--- src/rtl/mem_arb_pkg.sv ---
// Shared types and default widths for the memory arbiter and its debug write FIFO.
package mem_arb_pkg;

    localparam int DEF_AW        = 16;
    localparam int DEF_DW        = 16;
    localparam int DEF_DBG_DEPTH = 2;
    localparam int DEF_WAIT_MAX  = 15;

    typedef enum logic [2:0] {
        GNT_NONE = 3'd0,
        GNT_INS  = 3'd1,
        GNT_DRD  = 3'd2,
        GNT_DWR  = 3'd3,
        GNT_DBG  = 3'd4
    } grant_e;

    typedef enum logic {
        CLS_INS = 1'b0,
        CLS_DAT = 1'b1
    } cls_e;

endpackage

--- src/rtl/dbg_wr_fifo.sv ---
// Posted debug write buffer: DEPTH entries of {addr, data}, head visible combinationally.
module dbg_wr_fifo
    import mem_arb_pkg::*;
#(
    parameter int AW    = DEF_AW,
    parameter int DW    = DEF_DW,
    parameter int DEPTH = DEF_DBG_DEPTH
) (
    input  logic          clk,
    input  logic          reset_n,
    input  logic          push,
    input  logic [AW-1:0] push_addr,
    input  logic [DW-1:0] push_data,
    input  logic          pop,
    output logic          full,
    output logic          empty,
    output logic [AW-1:0] head_addr,
    output logic [DW-1:0] head_data
);

    localparam int PW = $clog2(DEPTH);

    logic [AW-1:0] addr_mem [DEPTH];
    logic [DW-1:0] data_mem [DEPTH];
    logic [PW-1:0] wr_ptr_q, wr_ptr_d;
    logic [PW-1:0] rd_ptr_q, rd_ptr_d;
    logic [PW:0]   count_q, count_d;
    logic          do_push;
    logic          do_pop;

    assign full      = (count_q == (PW+1)'(DEPTH));
    assign empty     = (count_q == '0);
    assign do_pop    = pop && !empty;
    // A push into a full FIFO only lands when the head leaves in the same cycle.
    assign do_push   = push && (!full || do_pop);
    assign head_addr = addr_mem[rd_ptr_q];
    assign head_data = data_mem[rd_ptr_q];

    always_comb begin
        wr_ptr_d = wr_ptr_q;
        rd_ptr_d = rd_ptr_q;
        count_d  = count_q;
        if (do_push) begin
            wr_ptr_d = wr_ptr_q + PW'(1);
        end
        if (do_pop) begin
            rd_ptr_d = rd_ptr_q + PW'(1);
        end
        case ({do_push, do_pop})
            2'b10:   count_d = count_q + (PW+1)'(1);
            2'b01:   count_d = count_q - (PW+1)'(1);
            default: count_d = count_q;
        endcase
    end

    always_ff @(posedge clk or negedge reset_n) begin
        if (!reset_n) begin
            wr_ptr_q <= '0;
            rd_ptr_q <= '0;
            count_q  <= '0;
        end else begin
            wr_ptr_q <= wr_ptr_d;
            rd_ptr_q <= rd_ptr_d;
            count_q  <= count_d;
        end
    end

    always_ff @(posedge clk) begin
        if (do_push) begin
            addr_mem[wr_ptr_q] <= push_addr;
            data_mem[wr_ptr_q] <= push_data;
        end
    end

endmodule

--- src/rtl/mem_arbiter.sv ---
// Single-port memory arbiter: debug posted writes, then round-robin CPU instruction/data access.
module mem_arbiter
    import mem_arb_pkg::*;
#(
    parameter int AW        = DEF_AW,
    parameter int DW        = DEF_DW,
    parameter int DBG_DEPTH = DEF_DBG_DEPTH,
    parameter int WAIT_MAX  = DEF_WAIT_MAX
) (
    input  logic          clk,
    input  logic          reset_n,
    input  logic [AW-1:0] ins_rd_addr,
    input  logic          ins_rd_req,
    output logic          ins_rd_rdy,
    output logic [DW-1:0] ins_rd_data,
    input  logic [AW-1:0] dat_rw_addr,
    input  logic [DW-1:0] dat_wr_data,
    input  logic          dat_rd_req,
    output logic          dat_rd_rdy,
    output logic [DW-1:0] dat_rd_data,
    input  logic          dat_wr_req,
    output logic          dat_wr_rdy,
    input  logic          dbg_we,
    input  logic [AW-1:0] dbg_waddr,
    input  logic [DW-1:0] dbg_wdata,
    output logic [AW-1:0] mem_addr,
    output logic [DW-1:0] mem_wdata,
    output logic          mem_we,
    output logic          mem_re,
    input  logic [DW-1:0] mem_rdata
);

    localparam int AGW = $clog2(WAIT_MAX + 1);

    // Handshake: req with stable addr/data; a grant in cycle T is one access, the
    // matching rdy pulses in T+1 only (read data = mem_rdata then); req held across
    // rdy is a new access with a new address, and denied requests simply wait.

    grant_e        gnt;
    grant_e        dat_gnt;
    cls_e          rr_last_q, rr_last_d;
    logic [AGW-1:0] age_q, age_d;
    logic          ins_rdy_q, drd_rdy_q, dwr_rdy_q;
    logic [AW-1:0] addr_q;
    logic [DW-1:0] wdata_q;
    logic          fifo_full, fifo_empty, fifo_pop;
    logic [AW-1:0] fifo_head_addr;
    logic [DW-1:0] fifo_head_data;
    logic          cpu_req, dat_req, dbg_force;

    dbg_wr_fifo #(
        .AW    (AW),
        .DW    (DW),
        .DEPTH (DBG_DEPTH)
    ) u_dbg_fifo (
        .clk       (clk),
        .reset_n   (reset_n),
        .push      (dbg_we),
        .push_addr (dbg_waddr),
        .push_data (dbg_wdata),
        .pop       (fifo_pop),
        .full      (fifo_full),
        .empty     (fifo_empty),
        .head_addr (fifo_head_addr),
        .head_data (fifo_head_data)
    );

    assign dat_req   = dat_rd_req || dat_wr_req;
    assign cpu_req   = ins_rd_req || dat_req;
    assign dbg_force = fifo_full || (age_q == AGW'(WAIT_MAX));
    assign dat_gnt   = dat_wr_req ? GNT_DWR : GNT_DRD;
    assign fifo_pop  = (gnt == GNT_DBG);

    // Grant is held off while reset is asserted so mem_* show reset values.
    always_comb begin
        gnt = GNT_NONE;
        if (!reset_n) begin
            gnt = GNT_NONE;
        end else if (!fifo_empty && (dbg_force || !cpu_req)) begin
            gnt = GNT_DBG;
        end else if (ins_rd_req && dat_req) begin
            gnt = (rr_last_q == CLS_INS) ? dat_gnt : GNT_INS;
        end else if (ins_rd_req) begin
            gnt = GNT_INS;
        end else if (dat_req) begin
            gnt = dat_gnt;
        end
    end

    always_comb begin
        mem_addr  = addr_q;
        mem_wdata = wdata_q;
        mem_we    = 1'b0;
        mem_re    = 1'b0;
        case (gnt)
            GNT_INS: begin
                mem_addr = ins_rd_addr;
                mem_re   = 1'b1;
            end
            GNT_DRD: begin
                mem_addr = dat_rw_addr;
                mem_re   = 1'b1;
            end
            GNT_DWR: begin
                mem_addr  = dat_rw_addr;
                mem_wdata = dat_wr_data;
                mem_we    = 1'b1;
            end
            GNT_DBG: begin
                mem_addr  = fifo_head_addr;
                mem_wdata = fifo_head_data;
                mem_we    = 1'b1;
            end
            default: ;
        endcase
    end

    always_comb begin
        rr_last_d = rr_last_q;
        if (gnt == GNT_INS) begin
            rr_last_d = CLS_INS;
        end else if (gnt == GNT_DRD || gnt == GNT_DWR) begin
            rr_last_d = CLS_DAT;
        end
        if (fifo_pop || fifo_empty) begin
            age_d = '0;
        end else if (age_q == AGW'(WAIT_MAX)) begin
            age_d = age_q;
        end else begin
            age_d = age_q + AGW'(1);
        end
    end

    always_ff @(posedge clk or negedge reset_n) begin
        if (!reset_n) begin
            rr_last_q <= CLS_DAT;
            age_q     <= '0;
            ins_rdy_q <= 1'b0;
            drd_rdy_q <= 1'b0;
            dwr_rdy_q <= 1'b0;
            addr_q    <= '0;
            wdata_q   <= '0;
        end else begin
            rr_last_q <= rr_last_d;
            age_q     <= age_d;
            ins_rdy_q <= (gnt == GNT_INS);
            drd_rdy_q <= (gnt == GNT_DRD);
            dwr_rdy_q <= (gnt == GNT_DWR);
            addr_q    <= mem_addr;
            wdata_q   <= mem_wdata;
        end
    end

    assign ins_rd_rdy  = ins_rdy_q;
    assign dat_rd_rdy  = drd_rdy_q;
    assign dat_wr_rdy  = dwr_rdy_q;
    assign ins_rd_data = mem_rdata;
    assign dat_rd_data = mem_rdata;

endmodule

--- config.mk ---
export PLATFORM = sky130hd
export DESIGN_NAME = mem_arbiter
export DESIGN_NICKNAME = d
export VERILOG_FILES = /design/src/rtl/mem_arb_pkg.sv /design/src/rtl/dbg_wr_fifo.sv /design/src/rtl/mem_arbiter.sv
export SDC_FILE = /design/constraint.sdc
export NUM_CORES = 1
export LEC_CHECK = 0
export BUFFER_PORTS_ARGS = -buffer_cell sky130_fd_sc_hd__buf_2
export CORE_MARGIN = 3
export CORE_UTILIZATION = 55
export CTS_BUF_LIST = sky130_fd_sc_hd__clkbuf_4 sky130_fd_sc_hd__clkbuf_8
export DETAILED_ROUTE_END_ITERATION = 16
export GPL_TIMING_DRIVEN = 0
export PLACE_DENSITY_LB_ADDON = 0.1
export SYNTH_ARGS = -nofsm -noshare
export SYNTH_HDL_FRONTEND = slang
export SYNTH_SLANG_ARGS = --single-unit
--- constraint.sdc ---
create_clock -name clk -period 6 [get_ports clk]
set_clock_uncertainty 0.2 [all_clocks]
set_input_delay 1.2 -clock clk [delete_from_list [all_inputs] [get_ports clk]]
set_output_delay 1.2 -clock clk [all_outputs]
set_load 0.02 [all_outputs]
==> flow_summary.json, run 1 <==
{
  "grt_remaining_overflow": 0,
  "die-width_um": 98.0,
  "initial_utilization_pct": 58.4,
  "seq_area_frac_synth_pct": 65.0,
  "critPathMaxStageDelay_ns": 0.85,
  "cp_slowest_cell": "buf_2",
  "drc": 0,
  "yosysWarnings": 0,
  "p_sw_share_pct": 37.1,
  "postCtsHoldBufs": 0,
  "setup_tns_ns": 0,
  "routed_wl_mm": 10.3,
  "power_leakage_uw": 0.00256,
  "drive_above_1_share_pct": 46.3,
  "clock_sinks": 108,
  "start_kind": "primary input",
  "rsz0062_at_grt": "false",
  "cp_top_family": "buffers and inverters",
  "cts.clk_slew.worst_paths_ns": 0.10,
  "slew_viol_final": 0,
  "gp_congestion": 0.798,
  "grt_usage_pct": 21.5,
  "final_area_um2": 5830,
  "insertion_delay_ns": 0.35,
  "crit_path_end_kind": "primary output",
  "critPathRequiredTime_ns": 4.60,
  "htreeDepth": 3,
  "multiInputGateArea_um2": 1300,
  "syn_inst": 340,
  "grt_busiest_layer": "met2",
  "syn_avg_cell_area_um2": 13.7,
  "async_flop_share_pct": 40.7,
  "worstHoldPathType": "reg2reg",
  "setup_slack_ns": 0.721,
  "cellPowerDensity_nw_per_um2": 455,
  "drt_iter0_drc": 131,
  "p_int_uw": 1670,
  "dr_total_vias": 3308,
  "synth-edff-count": 64,
  "finalCritPeriodShare_pct": 88.0,
  "ys_ff_latch": 108,
  "cts-root-buf": "clkbuf_8",
  "fp.dieH_um": 98.0,
  "pwr-share-clk_pct": 16.7,
  "grt_util_met2_pct": 37.1,
  "fin_crit_ns": 5.28,
  "numCtsBuffers": 9,
  "grt_max_degree": 51,
  "seq_area_um2": 3020,
  "antenna_found_initial": 0,
  "path_cells": "buf_2 -> inv_2 -> nor4_4 -> nor2_4 -> buf_6 -> a221o_1 -> buf_2",
  "die-area_um2": 9600,
  "power.share.combinational_pct": 41.1,
  "place_area_um2": 5620,
  "p_seq_share_pct": 42.2,
  "cp_common_cell": "buf_2",
  "path_max_fanout": 50,
  "nFillCells": 597,
  "max_slew_margin_pct": 22.8,
  "grt_util_met1_pct": 26.6,
  "dp_hpwl_mm": 7.49,
  "max_freq_mhz": 189,
  "hold_viol": 0,
  "netlist_area_um2": 4660,
  "setup_viol": 0,
  "cts_tree": "done",
  "row_count": 32,
  "ir_drop_mv": 0.264,
  "ys.flop_type": "edfxtp_1",
  "area_growth_pct": 25.2,
  "postCtsSetupRepairBufs": 0,
  "ios": 171,
  "grtUsageMet3_pct": 6.71,
  "drtPass1Iterations": 8,
  "clock_path_buffers": 2,
  "ys_types": 43,
  "p_switching_uw": 984,
  "worstMarginPinSlew_ns": 1.16,
  "io_buffers": 154,
  "crit_type": "in2out",
  "grt_pass1_wl_mm": 16.5,
  "cts_resized": 0,
  "via_per_inst": 5.39,
  "synth_nets": 444,
  "maxCapViolations": 0,
  "antenna_left": 0,
  "grt_pass1_vias": 3445,
  "cp_num_buf_inv": 4,
  "nets": 611,
  "core_um2": 7970,
  "status": "completed",
  "cp.arrival_ns": 3.88,
  "diodes": 0,
  "dp_slack_ns": 0.631,
  "wl_per_cell_um": 16.7
}
## cell families (layout without fill, tap and decap cells)
group                    after synthesis  after routing  share of synthesized area [%]
adder cells (fa/ha/maj)                2              2                          0.537
flip-flops                           108            108                           65.0
AND/OR/NAND/NOR                       60             60                           6.50
buffers and inverters                 53            225                           7.44
XOR/XNOR                               6              6                           1.13
AO/OA/AOI/OAI                         78             78                           11.9
multiplexers                          33             33                           7.52
## power groups by stage
stage               sequential [µW]  clock [µW]  combinational [µW]
finish                         1120         444                1090
global route                   1140         486                1190
CTS                            1120         451                1110
detailed placement             1140           0                1100
global placement               1130           0                1050
floorplan                      1120           0                 750
## through the flow
stage          std cells  power (µW)  hold slack, ns  utilization [%]
2_1_floorplan        340        1870           0.268                -
3_3_place_gp         596        2170           0.282             69.7
3_5_place_dp         598        2240           0.289             70.6
4_1_cts              614        2680           0.321             73.1
5_1_grt              614        2820           0.337             73.1
6_report             614        2650           0.319             73.1
## sequential cells by signal (all words and copies together), names as in the netlist
signal,cells
dat_rd_rdy,1
dat_wr_rdy,1
addr_q,16
u_dbg_fifo.wr_ptr_q,1
age_q,4
u_dbg_fifo.count_q,2
u_dbg_fifo.addr_mem,32
rr_last_q,1
u_dbg_fifo.rd_ptr_q,1
u_dbg_fifo.data_mem,32
ins_rd_rdy,1
wdata_q,16
## metal layers
metal | vias to the layer above | part of all wire [%] | wire length [µm]
met5 | - | 0 | 0
met3 | 10 | 9.0 | 928
met1 | 1582 | 40 | 4090
li1 | 1581 | - | -
met2 | 135 | 50 | 5180
met4 | 0 | 0.75 | 77
## final cells by class
type / count / area share, %
Buffer: 48 / 5.60
Clock buffer: 10 / 2.25
Inverter: 5 / 0.344
Sequential cell: 108 / 51.9
Clock inverter: 6 / 1.22
Tap cell: 102 / 2.19
Multi-Input combinational cell: 179 / 22.3
Timing Repair Buffer: 156 / 14.2
## placed cells by master (no fill, tap or decap), types with 2 or more instances in the layout
| cell | netlist | layout |
|---|---|---|
| clkbuf_1 | 10 | 10 |
| buf_4 | 32 | 32 |
| nand3_1 | 3 | 3 |
| nor2_1 | 40 | 38 |
| buf_2 | 3 | 157 |
| buf_6 | 3 | 3 |
| edfxtp_1 | 64 | 64 |
| a21oi_1 | 19 | 19 |
| inv_6 | 0 | 2 |
| clkinvlp_4 | 0 | 2 |
| dfrtp_1 | 43 | 43 |
| inv_1 | 3 | 3 |
| and4_1 | 2 | 2 |
| nand2_1 | 3 | 3 |
| o21ai_0 | 17 | 17 |
| nand4_1 | 2 | 2 |
| a32oi_1 | 16 | 16 |
| mux2_2 | 16 | 16 |
| a221o_1 | 16 | 16 |
| clkbuf_8 | 0 | 9 |
| mux2i_1 | 17 | 17 |
| o21ai_1 | 2 | 2 |
| ha_1 | 2 | 2 |
| nor2_4 | 1 | 3 |
| xnor2_1 | 5 | 5 |
| buf_16 | 0 | 2 |
## synthesized netlist by cell type, types with 2 or more instances
| master | instances | area share [%] |
|---|---|---|
| and4_1 | 2 | 0.38 |
| nand3_1 | 3 | 0.32 |
| a221o_1 | 16 | 3.4 |
| dfrtp_1 | 43 | 23 |
| buf_4 | 32 | 5.2 |
| inv_1 | 3 | 0.24 |
| clkbuf_1 | 10 | 0.81 |
| a21oi_1 | 19 | 2.0 |
| buf_6 | 3 | 0.73 |
| ha_1 | 2 | 0.54 |
| xnor2_1 | 5 | 0.94 |
| nand2_1 | 3 | 0.24 |
| o21ai_0 | 17 | 1.8 |
| edfxtp_1 | 64 | 41 |
| a32oi_1 | 16 | 3.0 |
| mux2_2 | 16 | 3.9 |
| o21ai_1 | 2 | 0.22 |
| mux2i_1 | 17 | 3.7 |
| nor2_1 | 40 | 3.2 |
| nand4_1 | 2 | 0.27 |
| buf_2 | 3 | 0.32 |
## final timing paths
check	start	end	slack, ns	cells past startpoint
min	wdata_q[5]	wdata_q[5]	0.32	1
min reg2reg	wdata_q[5]	wdata_q[5]	0.32	1
max in group asynchronous	reset_n	u_dbg_fifo.count_q[1]	4.02	1
max reg2reg	age_q[0]	wdata_q[1]	3.36	6
min in group asynchronous	reset_n	dat_wr_rdy	0.87	1
max	reset_n	mem_wdata[1]	0.72	7
(Power assumes the default switching activity.)
==> run 2, diff against run 1 <==
Settings changed: CORE_MARGIN 3 to not set.
==> run 2 against run 1 <==
Register-to-register slack gained 0.09 ns. Critical endpoint is now mem_addr[15]. Clock-buffer cell count grew 1. Sequential power about the same. Utilization fell by 2.3 points. Cell count is 0.49% higher. Routed wire length is 4.7% lower. Largest cell class unchanged. Hold slack worse by 0.00052 ns. Sequential share of layout area up 0.078 points. Non-clock buffer count is the same. Combinational power barely moved. Critical path depth unchanged. Via count is essentially flat.
==> flow_summary.json, run 2 (same netlist as run 1, synthesis figures left out) <==
{
  "critPathMaxStageDelay_ns": 0.83,
  "io_buffers": 154,
  "r2r_slack_ns": 3.45,
  "nFillCells": 603,
  "antenna_left": 0,
  "nets": 611,
  "drc": 0,
  "reg2reg_to": "wdata_q[5]",
  "initial_utilization_pct": 56.7,
  "dr_total_vias": 3305,
  "slew_viol_final": 0,
  "insertion_delay_ns": 0.36,
  "ir_drop_mv": 0.309,
  "start_kind": "primary input",
  "cellPowerDensity_nw_per_um2": 452,
  "via_per_inst": 5.36,
  "p_int_uw": 1640,
  "worstMarginPinSlew_ns": 1.14,
  "finalCritPeriodShare_pct": 87.2,
  "reg2reg_depth": 6,
  "core_um2": 8220,
  "hold_viol": 0,
  "antenna_found_initial": 0,
  "clock_path_buffers": 2,
  "pwr-share-clk_pct": 15.9,
  "maxCapViolations": 0,
  "die-area_um2": 8840,
  "p_seq_share_pct": 42.6,
  "wl_met3_um": 688,
  "p_sw_share_pct": 37.5,
  "top_regs": "u_dbg_fifo.addr_mem: 32 flops, u_dbg_fifo.data_mem: 32 flops",
  "drtPass1Iterations": 4,
  "path_cells": "buf_2 -> inv_2 -> nor4_2 -> buf_2 -> a32oi_1 -> a21oi_1 -> buf_2",
  "min-delay-start": "wdata_q[9]",
  "routed_wl_mm": 9.80,
  "clock_sinks": 108,
  "ios": 171,
  "routed.top_layer": "met4",
  "critPathRequiredTime_ns": 4.60,
  "cp_num_buf_inv": 4,
  "wl_per_cell_um": 15.9,
  "die-width_um": 94.0,
  "cp_top_family": "buffers and inverters",
  "cp_common_cell": "buf_2",
  "final_cell_mix": "buf_2 (157), edfxtp_1 (64), dfrtp_1 (43), nor2_1 (38), buf_4 (32)",
  "cts_resized": 0,
  "postCtsSetupRepairBufs": 0,
  "p_switching_uw": 986,
  "setup_tns_ns": 0,
  "drt_iter0_drc": 124,
  "max_slew_margin_pct": 23.7,
  "layout_commonest_cell": "buf_2",
  "htreeDepth": 3,
  "row_count": 33,
  "path_max_fanout": 50,
  "cts-root-buf": "clkbuf_8",
  "area_growth_pct": 25.0,
  "setup_viol": 0,
  "power_leakage_uw": 0.00256,
  "fp.dieH_um": 94.0,
  "postCtsHoldBufs": 0,
  "grt_usage_pct": 22.6,
  "crit_type": "in2out",
  "crit_path_end_kind": "primary output",
  "min_to": "wdata_q[9]",
  "cts.clk_slew.worst_paths_ns": 0.11,
  "max_freq_mhz": 191,
  "fin_hold_ws_ns": 0.318,
  "power.share.combinational_pct": 41.4,
  "worstHoldPathType": "reg2reg",
  "grt_max_degree": 51,
  "dp_hpwl_mm": 7.02,
  "met2_length_mm": 5.01,
  "cp_slowest_cell": "buf_2",
  "status": "completed",
  "whs_path_depth": 1,
  "gp_congestion": 0.764,
  "drive_above_1_share_pct": 46.3,
  "cp.arrival_ns": 3.83,
  "fin_crit_ns": 5.23,
  "rsz0062_at_grt": "false",
  "cts_tree": "done",
  "grt_remaining_overflow": 0,
  "diodes": 0,
  "numCtsBuffers": 9,
  "grt_pass1_vias": 3145,
  "met1_length_mm": 4.04,
  "r2r_start": "age_q[0]",
  "grt_pass1_wl_mm": 14.8
}
-- run 2: changes by cell type in the layout (fill, tap and decap cells not counted) --
cell        change
clkinvlp_4      -1
clkbuf_8        +1
bufinv_16       -1
inv_8           +1
clkinv_4        +1
inv_6           -1
-- run 2: worst max path at each step --
stage	startpoint	endpoint	slack (ns)	cells past startpoint
after floorplan	dat_rd_req	mem_wdata[1]	2.02	7
after global placement	reset_n	u_dbg_fifo.addr_mem[0][8]	0.57	5
after detailed placement	reset_n	mem_addr[15]	0.69	7
after CTS	reset_n	mem_addr[15]	0.70	7
after global routing	reset_n	mem_wdata[9]	0.38	9
final	reset_n	mem_addr[15]	0.77	7
-- run 2: area by class of cell --
| cell class | count | area (µm²) | share of cell area [%] |
|---|---|---|---|
| inverter | 5 | 20.0 | 0.344 |
| clock buffer | 11 | 145 | 2.49 |
| multi-input combinational | 179 | 1300 | 22.3 |
| clock inverter | 5 | 45.0 | 0.774 |
| tap | 105 | 131 | 2.26 |
| buffer | 48 | 327 | 5.61 |
| sequential | 108 | 3020 | 52.0 |
| timing repair buffer | 156 | 826 | 14.2 |
-- run 2: metal layers --
layer,track usage (%),vias up
li1,-,1584
met1,27.6,1575
met2,40.4,140
met3,5.34,6
met4,5.51,0
met5,0,-
-- run 2: through the flow --
stage / cell area (µm²) / total power [µW] / setup WS [ns] / instances / util (%)
after floorplan: 4660 / 1870 / 2.02 / 340 / -
after global placement: 5560 / 2170 / 0.575 / 599 / 67.6
after detailed placement: 5630 / 2220 / 0.687 / 601 / 68.5
after CTS: 5820 / 2640 / 0.697 / 617 / 70.8
after global routing: 5820 / 2780 / 0.383 / 617 / 70.8
final: 5820 / 2630 / 0.766 / 617 / 70.8
-- run 2: power groups by stage --
stage,combinational (µW),clock [µW],sequential [µW]
floorplan,750,0,1120
global placement,1040,0,1130
detailed placement,1090,0,1130
CTS,1100,427,1120
global route,1190,453,1140
finish,1090,419,1120
==> run 3, diff against run 2 <==
Settings changed: ABC_AREA set to 1.
==> run 3 against run 2 <==
Total power rose by 3.3%. Utilization is 1.2 points lower. Largest cell class unchanged. Routed wire length grew 5.5%. Synthesized cell count is 29% higher. Sequential power hardly changed. Setup slack better by 0.41 ns. Clock power grew 1%. Largest power group is now combinational logic. Sequential share of layout area down 1.9 points. Register-to-register slack improved by 0.16 ns. Clock-buffer cell count unchanged. Maximum frequency up 8.5%. Cell count up 17%.
==> flow_summary.json, run 3 <==
{
  "status": "completed",
  "final_area_um2": 6040,
  "grt_pass1_wl_mm": 15.3,
  "yosysTopAreaCell": "edfxtp_1",
  "min-delay-start": "addr_q[14]",
  "setup_viol": 0,
  "crit_type": "in2out",
  "dp_hpwl_mm": 7.52,
  "core_um2": 8680,
  "maxCapViolations": 0,
  "drt_iter0_drc": 128,
  "path_cells": "buf_2 -> buf_2 -> nand3_1 -> inv_2 -> buf_2 -> nand2_1 -> nand2_1 -> nor2_1 -> nand2_1 -> buf_2",
  "grt_pass1_vias": 3320,
  "final_cell_mix": "buf_2 (164), nand2_1 (107), edfxtp_1 (64), dfrtp_1 (43)",
  "die-area_um2": 9270,
  "ios": 171,
  "r2r_slack_ns": 3.61,
  "critPathMaxStageDelay_ns": 0.80,
  "async_flop_share_pct": 40.7,
  "routed_wl_mm": 10.3,
  "die-width_um": 96.3,
  "postCtsSetupRepairBufs": 0,
  "setup_tns_ns": 0,
  "synth-edff-count": 64,
  "htreeDepth": 3,
  "cp_common_cell": "buf_2",
  "ys_types": 30,
  "seq_area_frac_synth_pct": 61.9,
  "slew_viol_final": 0,
  "wl_per_cell_um": 14.4,
  "r2r_start": "u_dbg_fifo.count_q[0]",
  "antenna_left": 0,
  "ys_ff_latch": 108,
  "area_growth_pct": 23.6,
  "netlist.area_leader.share_pct": 39.3,
  "numCtsBuffers": 9,
  "hold_viol": 0,
  "diodes": 0,
  "initial_utilization_pct": 56.3,
  "synth_commonest_cells": "nand2_1 (107), edfxtp_1 (64), dfrtp_1 (43)",
  "max_slew_margin_pct": 27.1,
  "gp_congestion": 0.796,
  "cellPowerDensity_nw_per_um2": 449,
  "syn_inst": 439,
  "cp.arrival_ns": 3.42,
  "ir_drop_mv": 0.253,
  "max_freq_mhz": 207,
  "layout_commonest_cell": "buf_2",
  "crit_path_end_kind": "primary output",
  "postCtsHoldBufs": 0,
  "ys.flop_type": "edfxtp_1",
  "whs_path_depth": 2,
  "yosysWarnings": 0,
  "fin_crit_ns": 4.82,
  "antenna_found_initial": 0,
  "finalCritPeriodShare_pct": 80.4,
  "grt_remaining_overflow": 0,
  "clock_sinks": 108,
  "path_max_fanout": 46,
  "worstHoldPathType": "reg2reg",
  "synth.most_common_cell": "nand2_1",
  "drc": 0,
  "insertion_delay_ns": 0.35,
  "synthTopCellsByArea": "edfxtp_1 (39%), dfrtp_1 (22%), nand2_1 (8.2%), mux2_2 (7.4%), buf_4 (5.2%)",
  "start_kind": "primary input",
  "io_buffers": 154,
  "rsz0062_at_grt": "false",
  "cts-root-buf": "clkbuf_8",
  "row_count": 34,
  "grt_usage_pct": 22.8,
  "cts_tree": "done",
  "drtPass1Iterations": 4,
  "critPathRequiredTime_ns": 4.60,
  "nets": 710,
  "power_leakage_uw": 0.00294,
  "grt_max_degree": 47,
  "synth_nets": 543,
  "cp_slowest_cell": "buf_2",
  "reg2reg_depth": 5,
  "reg2reg_to": "u_dbg_fifo.count_q[1]",
  "min_to": "addr_q[14]",
  "fp.dieH_um": 96.3,
  "wl_met3_um": 645,
  "worstMarginPinSlew_ns": 1.09,
  "netlist_area_um2": 4890,
  "cts.clk_slew.worst_paths_ns": 0.09,
  "met1_length_mm": 4.30,
  "clock_path_buffers": 2,
  "place_area_um2": 5850,
  "met2_length_mm": 5.32,
  "top_regs": "u_dbg_fifo.addr_mem: 32 flops, u_dbg_fifo.data_mem: 32 flops",
  "drive_above_1_share_pct": 43.5,
  "cts_resized": 0,
  "syn_avg_cell_area_um2": 11.1,
  "dr_total_vias": 3610,
  "via_per_inst": 5.02,
  "routed.top_layer": "met4"
}
[run 3: cell count changes after synthesis, sizes merged, moves of 12 or more]
cell   previous run  this run
mux2i            17         0
mux2             16        32
nand4             2        17
nand3             3        39
a21oi            19         7
inv               4        26
a32oi            16         0
nand2             3       108
o21ai            19         1
a221o            16         0
[run 3: area by class of cell]
class,count,area [µm²]
Clock inverter,5,42.5
Tap cell,108,135
Inverter,26,100
Fill cell,668,2640
Clock buffer,11,151
Timing Repair Buffer,156,811
Buffer,50,350
Sequential cell,108,3020
Multi-Input combinational cell,255,1430
[run 3: critical path: cells and delay by family]
family / cells / cell delay, ns
buffers and inverters: 5 / 1.71
and+or+nand+nor: 5 / 0.49
[run 3: how the worst max path moves through the flow]
| stage | from | slack, ns | end | cells past startpoint |
|---|---|---|---|---|
| floorplan | dat_rd_req | 2.28 | mem_re | 9 |
| global placement | reset_n | 0.57 | u_dbg_fifo.data_mem[0][14] | 4 |
| detailed placement | reset_n | 1.08 | mem_addr[8] | 10 |
| CTS | reset_n | 1.07 | mem_addr[8] | 10 |
| global route | reset_n | 0.84 | mem_addr[8] | 10 |
| finish | reset_n | 1.18 | mem_addr[8] | 10 |
[run 3: kinds of logic (layout without fill, tap and decap cells)]
group	Yosys count	in the layout	share of synthesized area, %
adders and majority gates	2	2	0.512
DFF	108	108	61.9
xor gates and xnor gates	5	5	0.896
AOI/OAI and AO/OA	9	9	1.20
and+or+nand+nor	207	207	18.9
buffers and inverters	76	248	9.21
muxes	32	32	7.37
[run 3: metrics by stage]
step	setup WS [ns]	instances	power, µW	util (%)	hold WS, ns
after floorplan	2.28	439	1930	-	0.270
after global placement	0.567	701	2260	66.8	0.255
after detailed placement	1.08	703	2320	67.4	0.256
after CTS	1.07	719	2740	69.6	0.280
after global routing	0.843	719	2900	69.6	0.307
final	1.18	719	2710	69.6	0.281
[run 3: per-layer routing]
layer	track usage, %	vias up
met3	3.79	4
met5	0	-
li1	-	1779
met1	28.6	1703
met2	39.8	124
met4	7.96	0
[run 3: power breakdown]
part | total [µW] | switching [µW] | internal [µW]
sequential | 1100 | 71.7 | 1030
clock | 423 | 245 | 178
combinational | 1190 | 742 | 445
